File: config.mk
export PLATFORM = sky130hd
export DESIGN_NAME = axi_multiport_bridge
export DESIGN_NICKNAME = d
export VERILOG_FILES = /design/src/rtl/axi_multiport_bridge.sv
export SDC_FILE = /design/constraint.sdc
export NUM_CORES = 1
export LEC_CHECK = 0
export ABC_AREA = 1
export CELL_PAD_IN_SITES_DETAIL_PLACEMENT = 0
export CELL_PAD_IN_SITES_GLOBAL_PLACEMENT = 1
export CORE_ASPECT_RATIO = 0.7
export CORE_MARGIN = 2
export CORE_UTILIZATION = 35
export DETAILED_ROUTE_END_ITERATION = 8
export PLACE_DENSITY_LB_ADDON = 0.1
export SLEW_MARGIN = 40
export SYNTH_ARGS = -nofsm -noshare
export SYNTH_HDL_FRONTEND = slang
export SYNTH_SLANG_ARGS = --single-unit
File: constraint.sdc
create_clock -name clk -period 8.3 [get_ports clk]
set_clock_uncertainty 0.2 [all_clocks]
set_input_delay 0.83 -clock clk [delete_from_list [all_inputs] [get_ports clk]]
set_output_delay 0.83 -clock clk [all_outputs]
set_load 0.03 [all_outputs]
File: src/rtl/axi_multiport_bridge.sv
// Bridges NUM_PORTS sram-like masters onto a single AXI3 master with round-robin arbitration,
// per-port outstanding-read limits and a read-after-write address hazard check.
module axi_multiport_bridge #(
  parameter int unsigned NUM_PORTS = 2,
  parameter int unsigned RD_OT     = 2
) (
  input  logic                    clk,
  input  logic                    resetn,
  input  logic [NUM_PORTS-1:0]    req,
  input  logic [NUM_PORTS-1:0]    wr,
  input  logic [2*NUM_PORTS-1:0]  size,
  input  logic [4*NUM_PORTS-1:0]  wstrb,
  input  logic [32*NUM_PORTS-1:0] addr,
  input  logic [32*NUM_PORTS-1:0] wdata,
  output logic [NUM_PORTS-1:0]    addr_ok,
  output logic [NUM_PORTS-1:0]    data_ok,
  output logic [32*NUM_PORTS-1:0] rdata,
  output logic [3:0]              arid,
  output logic [31:0]             araddr,
  output logic [7:0]              arlen,
  output logic [2:0]              arsize,
  output logic [1:0]              arburst,
  output logic [1:0]              arlock,
  output logic [3:0]              arcache,
  output logic [2:0]              arprot,
  output logic                    arvalid,
  input  logic                    arready,
  input  logic [3:0]              rid,
  input  logic [31:0]             axi_rdata,
  input  logic [1:0]              rresp,
  input  logic                    rlast,
  input  logic                    rvalid,
  output logic                    rready,
  output logic [3:0]              awid,
  output logic [31:0]             awaddr,
  output logic [7:0]              awlen,
  output logic [2:0]              awsize,
  output logic [1:0]              awburst,
  output logic [1:0]              awlock,
  output logic [3:0]              awcache,
  output logic [2:0]              awprot,
  output logic                    awvalid,
  input  logic                    awready,
  output logic [3:0]              wid,
  output logic [31:0]             axi_wdata,
  output logic [3:0]              axi_wstrb,
  output logic                    wlast,
  output logic                    wvalid,
  input  logic                    wready,
  input  logic [3:0]              bid,
  input  logic [1:0]              bresp,
  input  logic                    bvalid,
  output logic                    bready
);

  localparam int unsigned PW = (NUM_PORTS > 1) ? $clog2(NUM_PORTS) : 1;

  logic [3:0]           rd_cnt [NUM_PORTS];
  logic [29:0]          wtab   [NUM_PORTS];
  logic [NUM_PORTS-1:0] wr_busy, hazard, elig, grant, r_hit, b_hit;
  logic [PW-1:0]        rr_ptr, gidx, cand, rr_next;
  logic                 found, ar_free, aw_free;
  logic                 g_wr;
  logic [31:0]          g_addr, g_wdata;
  logic [1:0]           g_size;
  logic [3:0]           g_wstrb;
  logic                 unused_resp;

  assign arlen   = '0;
  assign arburst = 2'b01;
  assign arlock  = '0;
  assign arcache = '0;
  assign arprot  = '0;
  assign awlen   = '0;
  assign awburst = 2'b01;
  assign awlock  = '0;
  assign awcache = '0;
  assign awprot  = '0;
  assign wlast   = 1'b1;
  assign rready  = 1'b1;
  assign bready  = 1'b1;
  assign unused_resp = ^{rresp, rlast, bresp};

  assign ar_free = !arvalid || arready;
  assign aw_free = !awvalid && !wvalid;

  // A read must wait while any in-flight write targets the same word.
  always_comb begin
    hazard = '0;
    for (int unsigned i = 0; i < NUM_PORTS; i++)
      for (int unsigned j = 0; j < NUM_PORTS; j++)
        if (wr_busy[j] && wtab[j] == addr[32*i+2 +: 30]) hazard[i] = 1'b1;
  end

  always_comb begin
    elig  = '0;
    r_hit = '0;
    b_hit = '0;
    for (int unsigned i = 0; i < NUM_PORTS; i++) begin
      r_hit[i] = rvalid && (rid == 4'(i));
      b_hit[i] = bvalid && (bid == 4'(i));
      elig[i]  = req[i] && !wr_busy[i] &&
                 (wr[i] ? (aw_free && rd_cnt[i] == '0)
                        : (ar_free && rd_cnt[i] < 4'(RD_OT) && !hazard[i]));
    end
  end

  always_comb begin
    grant = '0;
    gidx  = '0;
    cand  = '0;
    found = 1'b0;
    for (int unsigned k = 0; k < NUM_PORTS; k++) begin
      cand = PW'((32'(rr_ptr) + k) % NUM_PORTS);
      if (!found && elig[cand]) begin
        found = 1'b1;
        gidx  = cand;
      end
    end
    if (found && resetn) grant[gidx] = 1'b1;
  end

  assign addr_ok = grant;
  assign rr_next = (gidx == PW'(NUM_PORTS - 1)) ? '0 : gidx + 1'b1;
  assign g_wr    = wr[gidx];
  assign g_addr  = addr[32*gidx +: 32];
  assign g_wdata = wdata[32*gidx +: 32];
  assign g_size  = size[2*gidx +: 2];
  assign g_wstrb = wstrb[4*gidx +: 4];

  always_ff @(posedge clk or negedge resetn) begin
    if (!resetn) begin
      arvalid   <= 1'b0;
      arid      <= '0;
      araddr    <= '0;
      arsize    <= '0;
      awvalid   <= 1'b0;
      wvalid    <= 1'b0;
      awid      <= '0;
      awaddr    <= '0;
      awsize    <= '0;
      wid       <= '0;
      axi_wdata <= '0;
      axi_wstrb <= '0;
      rr_ptr    <= '0;
      wr_busy   <= '0;
      data_ok   <= '0;
      rdata     <= '0;
      for (int unsigned i = 0; i < NUM_PORTS; i++) begin
        rd_cnt[i] <= '0;
        wtab[i]   <= '0;
      end
    end else begin
      if (arready) arvalid <= 1'b0;
      if (awready) awvalid <= 1'b0;
      if (wready)  wvalid  <= 1'b0;
      for (int unsigned i = 0; i < NUM_PORTS; i++) begin
        data_ok[i] <= r_hit[i] || b_hit[i];
        if (r_hit[i]) rdata[32*i +: 32] <= axi_rdata;
        if (b_hit[i]) wr_busy[i] <= 1'b0;
        if ((grant[i] && !wr[i]) && !r_hit[i])      rd_cnt[i] <= rd_cnt[i] + 1'b1;
        else if (!(grant[i] && !wr[i]) && r_hit[i]) rd_cnt[i] <= rd_cnt[i] - 1'b1;
      end
      if (found) begin
        rr_ptr <= rr_next;
        if (g_wr) begin
          awvalid       <= 1'b1;
          wvalid        <= 1'b1;
          awid          <= 4'(gidx);
          wid           <= 4'(gidx);
          awaddr        <= g_addr;
          awsize        <= {1'b0, g_size};
          axi_wdata     <= g_wdata;
          axi_wstrb     <= g_wstrb;
          wr_busy[gidx] <= 1'b1;
          wtab[gidx]    <= g_addr[31:2];
        end else begin
          arvalid <= 1'b1;
          arid    <= 4'(gidx);
          araddr  <= g_addr;
          arsize  <= {1'b0, g_size};
        end
      end
    end
  end

endmodule

# [Word level (Yosys, flattened, before mapping)]
# Cells that the tools add are included.
[word_totals] regBits=246 inputBits=196 elab_cells=141
[classes] add_sub_neg=6 n_lt_le_gt_ge=8 n_eq_ne=6 shifts=4 n_mux=40 bitwise=3 n_reduce_logical=54
[op_table] cell="$shiftx 64x7->32" count=2
[op_table] cell="$eq 30x30->1" count=4
[op_table] cell="$bwmux 60" count=1
[op_table] cell="$demux 30 s1" count=1
[op_table] cell="$mux 30" count=1
[op_table] cell="$logic_and 1x1->1" count=29
[op_table] cell="$mux 1" count=29
[op_table] cell="$logic_not 4->1" count=4
[op_table] cell="$mux 4" count=4
[op_table] cell="$logic_not 1->1" count=14
[op_table] cell="$add 4x1->4 const B" count=2
[op_table] cell="$eq 4x1->1 const B" count=2
[op_table] cell="$lt 4x2->1 const B" count=2
[op_table] cell="$shiftx 8x4->4" count=1
[op_table] cell="$sub 4x1->4 const B" count=2
[op_table] cell="$lt 1x2->1 const B" count=3
[op_table] cell="$mux 2" count=3
[op_table] cell="$reduce_and 2->1" count=2
[op_table] cell="$reduce_bool 2->1" count=2
[op_table] cell="$shiftx 4x3->2" count=1
[op_table] cell="$logic_or 1x1->1" count=3
[op_table] cell="$add 1x1->1 const B" count=2
[op_table] cell="$ge 2x2->1 const B" count=1
[op_table] cell="$lt 2x1->1 const B" count=1
[op_table] cell="other kinds (5)" count=5

# [Logic depth before layout (Yosys ltp)]
[logic_depth] ltp_word=24 ltp_mapped=26 depth_no_buf=24

# [Worst setup path after synthesis]
# OpenSTA, ideal clock, no wires.
[synth_timing] kind="input-to-reg" startpoint="input addr[2]" endpoint="register rd_cnt[7] (netlist bit)" setup_time_ns=0.125 t_arrival_ns=3.235 path_slack_ns=4.740 cell_stages=23 path_buffers=2 path_cell_list="or2_0 > o21ai_1 > nor2_1 > nand2_1 > nor2_1 > nand2_1 > nand2_1 > nand2_1 > nand3_2 > nand2_1 > buf_4 > buf_4 > inv_1 > nor3_1 > ha_1 > inv_1 > ha_1 > a21o_1 > a21oi_1 > nand2_1 > nand2_1 > nor2_1 > xor2_1"
[synth_via] elab_chain_len=23
[synth_lines] item="start, declared" line_no="13" text="input logic [32*NUM_PORTS-1:0] addr,"
[synth_lines] item="$eq 30x30->1" line_no="92" text="if (wr_busy[j] && wtab[j] == addr[32*i+2 +: 30]) hazard[i] = 1'b1;"
[synth_lines] item="$logic_and 1x1->1" line_no="92"
[synth_lines] item="$mux 1" line_no="92"
[synth_lines] item="$mux 1 (*)" line_no="92"
[synth_lines] item="$logic_not 1->1 (*)" line_no="104" text=": (ar_free && rd_cnt[i] < 4'(RD_OT) && !hazard[i]));"
[synth_lines] item="$logic_and 1x1->1 (*)" line_no="104"
[synth_lines] item="$mux 1 (*)" line_no="103" text="(wr[i] ? (aw_free && rd_cnt[i] == '0)"
[synth_lines] item="$logic_and 1x1->1 (*)" line_no="102" text="elig[i] = req[i] && !wr_busy[i] &&"
[synth_lines] item="(+7 left out)"
[synth_lines] item="$logic_and 1x1->1 (implied by the code)" line_no="120" text="if (found && resetn) grant[gidx] = 1'b1;"
[synth_lines] item="$mux 1 (implied by the code)" line_no="120"
[synth_lines] item="$demux 1 s1" line_no="120"
[synth_lines] item="$mux 2 (*)" line_no="120"
[synth_lines] item="$logic_and 1x1->1 (*)" line_no="161, 162"
[synth_lines] item="$logic_not 1->1" line_no="162" text="else if (!(grant[i] && !wr[i]) && r_hit[i]) rd_cnt[i] <= rd_cnt[i] - 1'b1;"
[synth_lines] item="$logic_and 1x1->1" line_no="162"
[synth_lines] item="$reduce_bool 2->1 (no line)"
[synth_lines] item="end signal, assigned by index" line_no="161" text="if ((grant[i] && !wr[i]) && !r_hit[i]) rd_cnt[i] <= rd_cnt[i] + 1'b1;"
[synth_lines] item="end signal, assigned by index" line_no="162"
[synth_lines] item="end, declared" line_no="58" text="logic [3:0] rd_cnt [NUM_PORTS];"
# Mark *: on every way between the ends. The rest lies on a longest branch, timed or not. The select of a mux whose other input is x is not followed.
# A chain may end at the register's enable or synchronous reset.

# [Worst setup path after layout]
[layout_timing] startpoint="input addr[45]" endpoint="output addr_ok[0]"
[layout_via] elab_chain_len=19
[layout_lines] item="$eq 30x30->1" line_no="92"
[layout_lines] item="$logic_and 1x1->1" line_no="92"
[layout_lines] item="$mux 1" line_no="92"
[layout_lines] item="$mux 1 (*)" line_no="92"
[layout_lines] item="$logic_not 1->1 (*)" line_no="104"
[layout_lines] item="$logic_and 1x1->1 (*)" line_no="104"
[layout_lines] item="$mux 1 (*)" line_no="103"
[layout_lines] item="$logic_and 1x1->1 (*)" line_no="102"
[layout_lines] item="(+3 left out)"
[layout_lines] item="$logic_not 1->1" line_no="115" text="if (!found && elig[cand]) begin"
[layout_lines] item="$logic_and 1x1->1" line_no="115"
[layout_lines] item="$mux 1" line_no="115"
[layout_lines] item="$lt 1x2->1 (implied by the code) / $ge 1x1->1 (equally long branches)" line_no="120"
[layout_lines] item="$logic_and 1x1->1 (implied by the code)" line_no="120"
[layout_lines] item="$mux 1 (implied by the code)" line_no="120"
[layout_lines] item="$demux 1 s1" line_no="120"
[layout_lines] item="$mux 2 (*)" line_no="120"
[layout_lines] item="end, declared" line_no="15" text="output logic [NUM_PORTS-1:0] addr_ok,"
# Marked as above.

==> impl_metrics.env <==
export IMPL_outcome="completed"
export IMPL_crit_top_cell="nand2_1"
export IMPL_postSynthAreaPerCell_um2=7.613
export IMPL_setup_tns_ns=0
export IMPL_cts_buffers=28
export IMPL_synth_main_ff_cell="dfrtp_1"
export IMPL_synth_common_cells="nand2_1 (663), dfrtp_1 (246), nand3_1 (180), inv_1 (161), o21ai_0 (116)"
export IMPL_clk_latency_ns=0.56
export IMPL_antenna_left=0
export IMPL_synth_top_area_share_pct=49.94
export IMPL_synth_yosys_warnings=0
export IMPL_crit_chain="clkdlybuf4s50_1 -> inv_1 -> nand2_1 -> nand2_1 -> inv_1 -> nand2_1 -> nor2_1 -> nand2_1 -> nor2_1 -> nand2_1 -> nand2_1 -> a21oi_4 -> buf_4 -> nand2_2 -> inv_1 -> nor2_1 -> clkdlybuf4s50_1"
export IMPL_place_gp_congestion=0.8014
export IMPL_root_buffer="clkbuf_16"
export IMPL_syn_inst=1619
export IMPL_detailed_place_hpwl_um=29120
export IMPL_synth_area_top_cells="dfrtp_1 (50%), nand2_1 (20%), nand3_1 (7.3%)"
export IMPL_min_path_type="flip-flop to flip-flop"
export IMPL_drcViolationCount=0
export IMPL_grt_usage_pct=22.61
export IMPL_end_kind="output pin"
export IMPL_grt_overflow_total=0
export IMPL_synth_area_mm2=0.01233
export IMPL_crit_type="primary input to output pin"
export IMPL_period_share_pct=67.79
export IMPL_grt_pass1_vias=10850
export IMPL_dp_slack_ns=2.634
export IMPL_synth_seq_cells=246
export IMPL_hold_buffers=1
export IMPL_worst_pin_slew_ns=0.7559
export IMPL_syn2layout_area_growth_pct=38.79
export IMPL_htree_num_levels=1
export IMPL_p_leak_nw=8.687
export IMPL_slowest_delay_ns=0.73
export IMPL_die_width_um=228.3
export IMPL_power_per_cell_area_mw_per_mm2=340.2
export IMPL_period_needed_ns=5.627
export IMPL_start_util_pct=35.56
export IMPL_cp_max_fo=40
export IMPL_cp_start_kind="primary input"
export IMPL_wl_per_cell_um=17.06
export IMPL_ir_drop_mv=0.1653
export IMPL_crit_slowest_cell="clkdlybuf4s50_1"
export IMPL_routed_wl_um=41600
export IMPL_synth_top_area_cell="dfrtp_1"
export IMPL_drv_cap=0
export IMPL_setup_ws_ns=2.673
export IMPL_timing_slew_headroom_pct=49.61
export IMPL_drive_above_1_share_pct=3.611
export IMPL_clockBufferDepth=3
export IMPL_drv_slew=0
export IMPL_clock_sinks=246
export IMPL_postSynth_asyncResetShare_pct=100.0
export IMPL_clk_pin_slew_ns=0.06
export IMPL_io_buffers=368
export IMPL_rows=57
export IMPL_cts_resized=0
export IMPL_fmax_mhz=177.7
export IMPL_core_area_mm2=0.03466
export IMPL_num_vias=11090
export IMPL_post_cts_buffers=0
export IMPL_final_nets=2150
export IMPL_io_pin_count=426
export IMPL_yosysSeqAreaShare_pct=49.94
export IMPL_cp_arrival_ns=4.60
export IMPL_synth_cell_type_count=31
export IMPL_grt_start_max_net_pins=86
export IMPL_grt_pass1_wl_um=64980
export IMPL_drtIter0Drc=741
export IMPL_antenna_found_initial=1
export IMPL_die_h_um=161.0
export IMPL_drtPass1Iterations=5
export IMPL_critPathRequiredTime_ns=7.27
export IMPL_die_area_mm2=0.03676
export IMPL_cts_tree="done"
export IMPL_finalPower_mw=5.820
export IMPL_via_per_inst=4.545
export IMPL_yosysMostFrequentCell="nand2_1"
export IMPL_finalSetupViolCount=0
export IMPL_hold_viol_final=0
export IMPL_rsz0062_at_grt="false"
export IMPL_synth_edf_count=0
## metrics by stage
step	std cells	area (µm²)	hold slack, ns	util, %
floorplan	1669	12510	0.2530	-
global placement	2385	16070	0.2589	46.37
detailed placement	2387	16150	0.2630	46.59
CTS	2438	17100	0.2754	49.33
global route	2439	17110	0.2882	49.35
finish	2439	17110	0.2751	49.35
## area by class of cell
class | count | area, µm²
Fill cell | 3508 | 17550
Antenna cell | 1 | 2.502
Inverter | 163 | 611.8
Tap cell | 472 | 590.6
Clock buffer | 45 | 865.8
Multi-Input combinational cell | 1125 | 4961
Timing Repair Buffer | 382 | 3844
Clock inverter | 5 | 75.07
Sequential cell | 246 | 6156
## state kept, by name (all words and copies together), names as in the netlist
register   flops
wvalid         1
wid            1
rdata         64
awaddr        32
araddr        32
wtab          60
rr_ptr         1
arvalid        1
wr_busy        2
axi_wdata     32
axi_wstrb      4
awsize         2
arsize         2
awvalid        1
rd_cnt         8
data_ok        2
arid           1
## layer usage
metal | GRT usage [%] | share of wire [%]
met4 | 4.694 | 2.0
met5 | 0 | 0
met3 | 4.820 | 5.9
met2 | 35.13 | 45
met1 | 32.62 | 47
## cells in the final DEF (no fill, tap or decap), types with 3 or more instances in the layout
master,n
nor2_1,39
nand3_4,4
xor2_1,3
dfrtp_1,246
a21oi_1,10
conb_1,52
clkdlybuf4s50_1,367
ha_1,6
nand2_4,3
buf_6,4
inv_1,161
o21ai_1,9
nand2_1,662
o21ai_0,116
nand4_1,5
clkinv_2,3
clkbuf_8,8
buf_4,7
clkbuf_16,29
xnor2_1,17
nor4_1,4
nand3_1,179
clkbuf_1,8
## cell families after synthesis
group                    synth area share [%]
adder cells (fa/ha/maj)                0.9339
AND/OR/NAND/NOR                         30.10
flip-flops                              49.94
buffers and inverters                   11.76
other                                 0.06093
XOR/XNOR                                1.421
AO/OA/AOI/OAI                           5.786
## critical path, delay by kind of cell
kind / cells / cell delay [ns]
buffers and inverters: 6 / 1.95
and+or+nand+nor: 10 / 1.73
AOI/OAI and AO/OA: 1 / 0.07
## power by group
part,switching (mW),internal (mW)
Combinational,1.63,0.976
Clock,0.511,0.769
Sequential,0.276,1.66
Total,2.41,3.41
## worst paths after layout
path	from	to	slack [ns]	depth (start not counted)
max	addr[45]	addr_ok[0]	2.67	17
min	araddr[7]$_DFFE_PN0P_	araddr[7]$_DFFE_PN0P_	0.28	2
max reg2reg	wtab[18]$_DFFE_PN0P_	axi_wdata[5]$_DFFE_PN0P_	3.89	15
min reg2reg	araddr[7]$_DFFE_PN0P_	araddr[7]$_DFFE_PN0P_	0.28	2
max in group asynchronous	resetn	wtab[4]$_DFFE_PN0P_	6.31	3
min in group asynchronous	resetn	rdata[58]$_DFFE_PN0P_	0.58	2
(Power assumes the default switching activity.)
